==> config.mk <==
export PLATFORM = sky130hd
export DESIGN_NAME = axi_sram_slave
export DESIGN_NICKNAME = d
export VERILOG_FILES = /design/src/rtl/axi_pkg.sv /design/src/rtl/axi_slv_arb.sv /design/src/rtl/axi_sram_slave.sv
export SDC_FILE = /design/constraint.sdc
export NUM_CORES = 1
export LEC_CHECK = 0
export BUFFER_PORTS_ARGS = -buffer_cell sky130_fd_sc_hd__buf_2
export CAP_MARGIN = 20
export CORE_AREA = 5 5 113 115
export DETAILED_ROUTE_END_ITERATION = 6
export DIE_AREA = 0 0 118 120
export MAX_ROUTING_LAYER = met4
export PLACE_DENSITY = 0.65
export RECOVER_POWER = 100
export SYNTH_ARGS = -nofsm -noshare
export SYNTH_HDL_FRONTEND = slang
export SYNTH_HIERARCHICAL = 1
export SYNTH_SLANG_ARGS = --single-unit
==> constraint.sdc <==
create_clock -name clk -period 2.5 [get_ports clk]
set_input_delay 0.5 -clock clk [delete_from_list [all_inputs] [get_ports clk]]
set_output_delay 0.5 -clock clk [all_outputs]
set_load 0.005 [all_outputs]
==> src/rtl/axi_pkg.sv <==
// axi_pkg: AXI response/burst codes and slave FSM state encoding.
// Shared by axi_sram_slave and axi_slv_arb.
package axi_pkg;

  localparam logic [1:0] RESP_OKAY   = 2'b00;
  localparam logic [1:0] RESP_SLVERR = 2'b10;

  localparam logic [1:0] BURST_FIXED = 2'b00;
  localparam logic [1:0] BURST_INCR  = 2'b01;
  localparam logic [1:0] BURST_WRAP  = 2'b10;

  typedef enum logic [4:0] {
    ST_IDLE    = 5'b00001,
    ST_RD_REQ  = 5'b00010,
    ST_RD_RESP = 5'b00100,
    ST_WR_DATA = 5'b01000,
    ST_WR_RESP = 5'b10000
  } state_t;

  // INCR and WRAP both step one word; only FIXED holds.
  function automatic logic addr_step(input logic [1:0] burst);
    return (burst != BURST_FIXED);
  endfunction

endpackage

==> src/rtl/axi_slv_arb.sv <==
// axi_slv_arb: 2-way round-robin grant between read and write requests.
// Ports: i_en gates grants, i_rd/wr_req requests, i_rd/wr_hs update, o_*_gnt.
module axi_slv_arb (
  input  logic clk,
  input  logic reset,
  input  logic i_en,
  input  logic i_rd_req,
  input  logic i_wr_req,
  input  logic i_rd_hs,
  input  logic i_wr_hs,
  output logic o_rd_gnt,
  output logic o_wr_gnt
);

  logic r_last_wr;
  logic w_rd_win;

  // Read wins when alone, or when both request and write went last.
  always_comb begin
    w_rd_win = i_rd_req & (~i_wr_req | r_last_wr);
    o_rd_gnt = i_en & w_rd_win;
    o_wr_gnt = i_en & i_wr_req & ~w_rd_win;
  end

  always_ff @(posedge clk) begin
    if (reset)        r_last_wr <= 1'b1;
    else if (i_rd_hs) r_last_wr <= 1'b0;
    else if (i_wr_hs) r_last_wr <= 1'b1;
  end

endmodule

==> src/rtl/axi_sram_slave.sv <==
// axi_sram_slave: AXI3 32-bit slave onto a 1-cycle-latency single-port RAM.
// Ports: AR/R/AW/W/B channels, ram_* RAM side. Option: AXI_SLV_ADDR_CHECK_EN.
module axi_sram_slave
  import axi_pkg::*;
#(
  parameter int RAM_AW = 16
) (
  input  logic              clk,
  input  logic              reset,
  input  logic [3:0]        arid,
  input  logic [31:0]       araddr,
  input  logic [7:0]        arlen,
  input  logic [2:0]        arsize,
  input  logic [1:0]        arburst,
  input  logic [1:0]        arlock,
  input  logic [3:0]        arcache,
  input  logic [2:0]        arprot,
  input  logic              arvalid,
  output logic              arready,
  output logic [3:0]        rid,
  output logic [31:0]       rdata,
  output logic [1:0]        rresp,
  output logic              rlast,
  output logic              rvalid,
  input  logic              rready,
  input  logic [3:0]        awid,
  input  logic [31:0]       awaddr,
  input  logic [7:0]        awlen,
  input  logic [2:0]        awsize,
  input  logic [1:0]        awburst,
  input  logic [1:0]        awlock,
  input  logic [3:0]        awcache,
  input  logic [2:0]        awprot,
  input  logic              awvalid,
  output logic              awready,
  input  logic [3:0]        wid,
  input  logic [31:0]       wdata,
  input  logic [3:0]        wstrb,
  input  logic              wlast,
  input  logic              wvalid,
  output logic              wready,
  output logic [3:0]        bid,
  output logic [1:0]        bresp,
  output logic              bvalid,
  input  logic              bready,
  output logic              ram_en,
  output logic [3:0]        ram_we,
  output logic [RAM_AW-1:0] ram_addr,
  output logic [31:0]       ram_wdata,
  input  logic [31:0]       ram_rdata
);

  state_t            r_state;
  state_t            w_state_nxt;
  logic [3:0]        r_id;
  logic [RAM_AW-1:0] r_addr;
  logic [7:0]        r_len;
  logic [1:0]        r_burst;
  logic [7:0]        r_beat;
  logic              r_oor;
  logic              w_last;
  logic              w_adv;
  logic              w_ar_hs;
  logic              w_aw_hs;
  logic              w_ar_oor;
  logic              w_aw_oor;
  logic              w_unused;

  assign w_unused = ^{arsize, arlock, arcache, arprot,
                      awsize, awlock, awcache, awprot,
                      wid, wlast, araddr, awaddr};

`ifdef AXI_SLV_ADDR_CHECK_EN
  assign w_ar_oor = |araddr[31:RAM_AW+2];
  assign w_aw_oor = |awaddr[31:RAM_AW+2];
`else
  assign w_ar_oor = 1'b0;
  assign w_aw_oor = 1'b0;
`endif

  axi_slv_arb u_arb (
    .clk      (clk),
    .reset    (reset),
    .i_en     ((r_state == ST_IDLE) & ~reset),
    .i_rd_req (arvalid),
    .i_wr_req (awvalid),
    .i_rd_hs  (w_ar_hs),
    .i_wr_hs  (w_aw_hs),
    .o_rd_gnt (arready),
    .o_wr_gnt (awready)
  );

  assign w_ar_hs = arvalid & arready;
  assign w_aw_hs = awvalid & awready;
  assign w_last  = (r_beat == r_len);

  assign rid       = r_id;
  assign bid       = r_id;
  assign rdata     = r_oor ? 32'd0 : ram_rdata;
  assign rlast     = (r_state == ST_RD_RESP) & w_last;
  assign rresp     = (rvalid & r_oor) ? RESP_SLVERR : RESP_OKAY;
  assign bresp     = (bvalid & r_oor) ? RESP_SLVERR : RESP_OKAY;
  assign ram_addr  = r_addr;
  assign ram_wdata = wdata;

  always_comb begin
    w_state_nxt = r_state;
    rvalid      = 1'b0;
    wready      = 1'b0;
    bvalid      = 1'b0;
    ram_en      = 1'b0;
    ram_we      = 4'd0;
    w_adv       = 1'b0;
    unique case (r_state)
      ST_IDLE: begin
        if (w_ar_hs)      w_state_nxt = ST_RD_REQ;
        else if (w_aw_hs) w_state_nxt = ST_WR_DATA;
      end
      ST_RD_REQ: begin
        ram_en      = ~r_oor;
        w_state_nxt = ST_RD_RESP;
      end
      ST_RD_RESP: begin
        rvalid = 1'b1;
        if (rready) begin
          w_adv       = ~w_last;
          w_state_nxt = w_last ? ST_IDLE : ST_RD_REQ;
        end
      end
      ST_WR_DATA: begin
        wready = 1'b1;
        if (wvalid) begin
          ram_en = ~r_oor;
          ram_we = r_oor ? 4'd0 : wstrb;
          w_adv  = ~w_last;
          if (w_last) w_state_nxt = ST_WR_RESP;
        end
      end
      ST_WR_RESP: begin
        bvalid = 1'b1;
        if (bready) w_state_nxt = ST_IDLE;
      end
      default: w_state_nxt = ST_IDLE;
    endcase
  end

  always_ff @(posedge clk) begin
    if (reset) r_state <= ST_IDLE;
    else       r_state <= w_state_nxt;
  end

  always_ff @(posedge clk) begin
    if (reset) begin
      r_id    <= 4'd0;
      r_addr  <= '0;
      r_len   <= 8'd0;
      r_burst <= BURST_INCR;
      r_beat  <= 8'd0;
      r_oor   <= 1'b0;
    end else if (w_ar_hs) begin
      r_id    <= arid;
      r_addr  <= araddr[RAM_AW+1:2];
      r_len   <= arlen;
      r_burst <= arburst;
      r_beat  <= 8'd0;
      r_oor   <= w_ar_oor;
    end else if (w_aw_hs) begin
      r_id    <= awid;
      r_addr  <= awaddr[RAM_AW+1:2];
      r_len   <= awlen;
      r_burst <= awburst;
      r_beat  <= 8'd0;
      r_oor   <= w_aw_oor;
    end else if (w_adv) begin
      r_beat <= r_beat + 8'd1;
      if (addr_step(r_burst)) r_addr <= r_addr + 1'b1;
    end
  end

endmodule

==> run summary <==
Slew HR = 64.36%
Worst Hold Slack = 465.1 ps
most used flip-flop cell after synthesis = dfxtp_1
count of different cell masters after synthesis = 51
routability congestion estimate = 0.8683
Vias/cell = 5.196
worst slew pin tran = 521.1 ps
crit start category = flip-flop
Hold Crit Class = input port to flip-flop
Num CTS Buffers = 5
Cell Rows = 40
Arr. time, crit path = 2510 ps
core footprint = 0.01171 mm^2
first-pass GRT wire length = 15450 um
# setup viols final = 0
Final Net Count = 661
Seq/Total Area, Yosys = 27.52%
#FFs+latches synth = 44
# IOs = 299
Max-cap violations = 0
CTS max path bufs = 2
Setup Total Neg Slack = 0 ps
Wirelength per Cell = 16.23 um
crit path kind = flip-flop to flip-flop
clock transition at the registers of the reported paths = 60 ps
Setup crit end kind = flip-flop
htree depth = 2
hold buffers post-CTS = 0
RSZ-0062 raised after global routing = false
most frequent cells in the layout = buf_2 (85), nand2_1 (55), dfxtp_1 (44), nor2_1 (39), clkbuf_1 (22)
final std cells w/o fill = 611
most common cell after layout, fill and taps aside = buf_2
Die Ht = 120 um
Comb power frac = 34.6%
vias in the first global route = 3038
internal power = 1.588 mW
ANT nets after route = 0
Tot GR Track Use = 13.58%
Worst EP required = 2700 ps
DRC viols = 0
GR Overflow Total = 0
Die W = 118 um
share of flip-flops with an asynchronous set or reset = 0%
Ys Warns = 6
net switching power figure = 0.8629 mW
Starting Density = 27.33%
Pwr Total = 2.451 mW
PwrDens = 676.3 mW/mm^2
drt total wl = 9916 um
Max Slew Vio Count = 0
Post-synth EDFFs = 0
Fmax = 432.2 MHz
Post-Syn Instances = 415
min Tclk post-route = 2314 ps
clock sink count = 44
Vias = 3175
crit share post-route = 92.56%
DP Worst Slack = 70.34 ps
initial antenna violation count = 0
clock latency on the worst-skew pair = 290 ps
leakage power total = 1.515 nW
Synth Cell Area = 0.003201 mm^2
final worst slack = 186.1 ps
setup slack, reg-to-reg = 190 ps
Flop pwr share = 37.7%
Final Hold Fails = 0
Setup Skew = 11.24 ps
Clk pwr share = 27.7%
Post-DP HPWL = 7279 um
IO Port Bufs = 105
largest net degree at the start of global routing = 47
P&R area growth vs syn = 13.21%
CTS tree = done
Initial DRC Count = 107
Placed Instances = 600
root buf cell = clkbuf_16
total die area = 0.01416 mm^2
Inserted Diodes = 0
Switching Share = 35.21%
Critical Path Fanout Max = 46
maximum vdd ir drop = 268.2 uV
syn avg cell area = 7.712 um^2
run status = complete, no violations
DRT Pass-1 Iters = 5
share of post-route cells with drive strength above 1 = 28.23%
state kept, by name, indices dropped and copies added, names as in the netlist:
signal and cells:
bid 4, r_burst 2, ram_addr 16, r_state 5
u_arb/r_last_wr 1, r_beat 8, r_len 8
per-layer routing:
metal  global-route usage, %  up-vias  share of wire (%)
li1                        -     1519                  -
met1                   15.95     1508                 43
met2                   22.67      127                 49
met3                   3.393       21                6.9
met4                   4.731        0                1.4
met5                       -        -                  0
through the flow:
step	util (%)	cell area (um^2)
6_report	30.94	3623
5_1_grt	30.94	3623
4_1_cts	30.76	3602
3_5_place_dp	29.51	3456
3_3_place_gp	29.51	3456
2_1_floorplan	-	3212
Yosys cell counts (2+ instances only):
library cell	instances	share of area, %
buf_4	73	17
a31oi_1	4	0.78
nand2_1	56	6.6
o221ai_1	5	1.4
or3_1	4	0.78
clkbuf_1	14	1.6
nand3_1	11	1.7
and3b_1	3	0.82
o21ai_0	9	1.4
nor4_4	2	1.3
a22oi_1	2	0.47
a31o_2	3	0.82
ha_1	2	0.78
xor2_1	8	2.2
a211o_1	3	0.82
mux2i_1	5	1.6
a211oi_1	12	2.8
inv_1	10	1.2
o22ai_1	2	0.39
o31ai_1	3	0.70
nand3b_1	3	0.70
a2111oi_0	2	0.55
dfxtp_1	44	28
nand4_1	7	1.4
a21oi_1	16	2.5
xnor2_1	6	1.6
o22a_1	2	0.55
o21ai_1	2	0.31
nor4_1	4	0.78
a22o_1	3	0.82
a311oi_1	18	4.9
nor2_1	39	4.6
o211ai_1	3	0.70
nor3_1	7	1.1
a221oi_1	2	0.55
buf_1	3	0.35
and3_1	9	1.8
kinds of logic (layout without fill, tap and decap cells):
group                      after synthesis  count (layout)  share of synthesized area (%)
adders and majority gates                2               2                         0.7817
DFF                                     44              44                          27.52
and+or+nand+nor                        150             150                          22.95
muxes                                    5               5                          1.564
buffers and inverters                  102             148                          20.76
xor gates and xnor gates                14              14                          3.831
AOI/OAI and AO/OA                       97              97                          22.48
other                                    1               4                         0.1172
layout make-up:
type                            instances  area [um^2]
Fill cell                            1292         8088
Sequential cell                        44        880.8
Multi-Input combinational cell        272         1685
Tap cell                              147        183.9
Timing Repair Buffer                  129        685.7
Clock buffer                            8        146.4
Inverter                               11        41.29
power by group through the flow:
stage	Combinational, mW	Sequential [mW]	Clock, mW
global placement	0.801	0.933	0
CTS	0.820	0.920	0.697
detailed placement	0.817	0.935	0
floorplan	0.597	0.913	0
finish	0.848	0.924	0.679
global route	0.939	0.940	0.719
worst max-delay path: stages (launching register included):
cell	delay, ps
dfxtp_1	350
nor4_1	300
nand2_1	130
nor2_1	140
nand2_1	70
a21oi_1	150
nand2_1	110
buf_6	240
nand2_4	160
o22ai_1	110
a31o_2	230
a211oi_1	220
timing repair:
item / CTS / global route
setup endpoints to repair: 0 / 16
resized for setup: 0 / 11
buffers inserted: 0 / 3
worst paths after layout:
check | start | to | cells past startpoint
hold / removal | arburst[0] | r_burst[0] | 3
setup reg to reg | r_state[2] | ram_addr[4] | 11
hold reg to reg | r_burst[1] | r_burst[1] | 2
setup / recovery | r_state[2] | ram_addr[4] | 11
No activity file was read; power rests on OpenSTA's default activity.
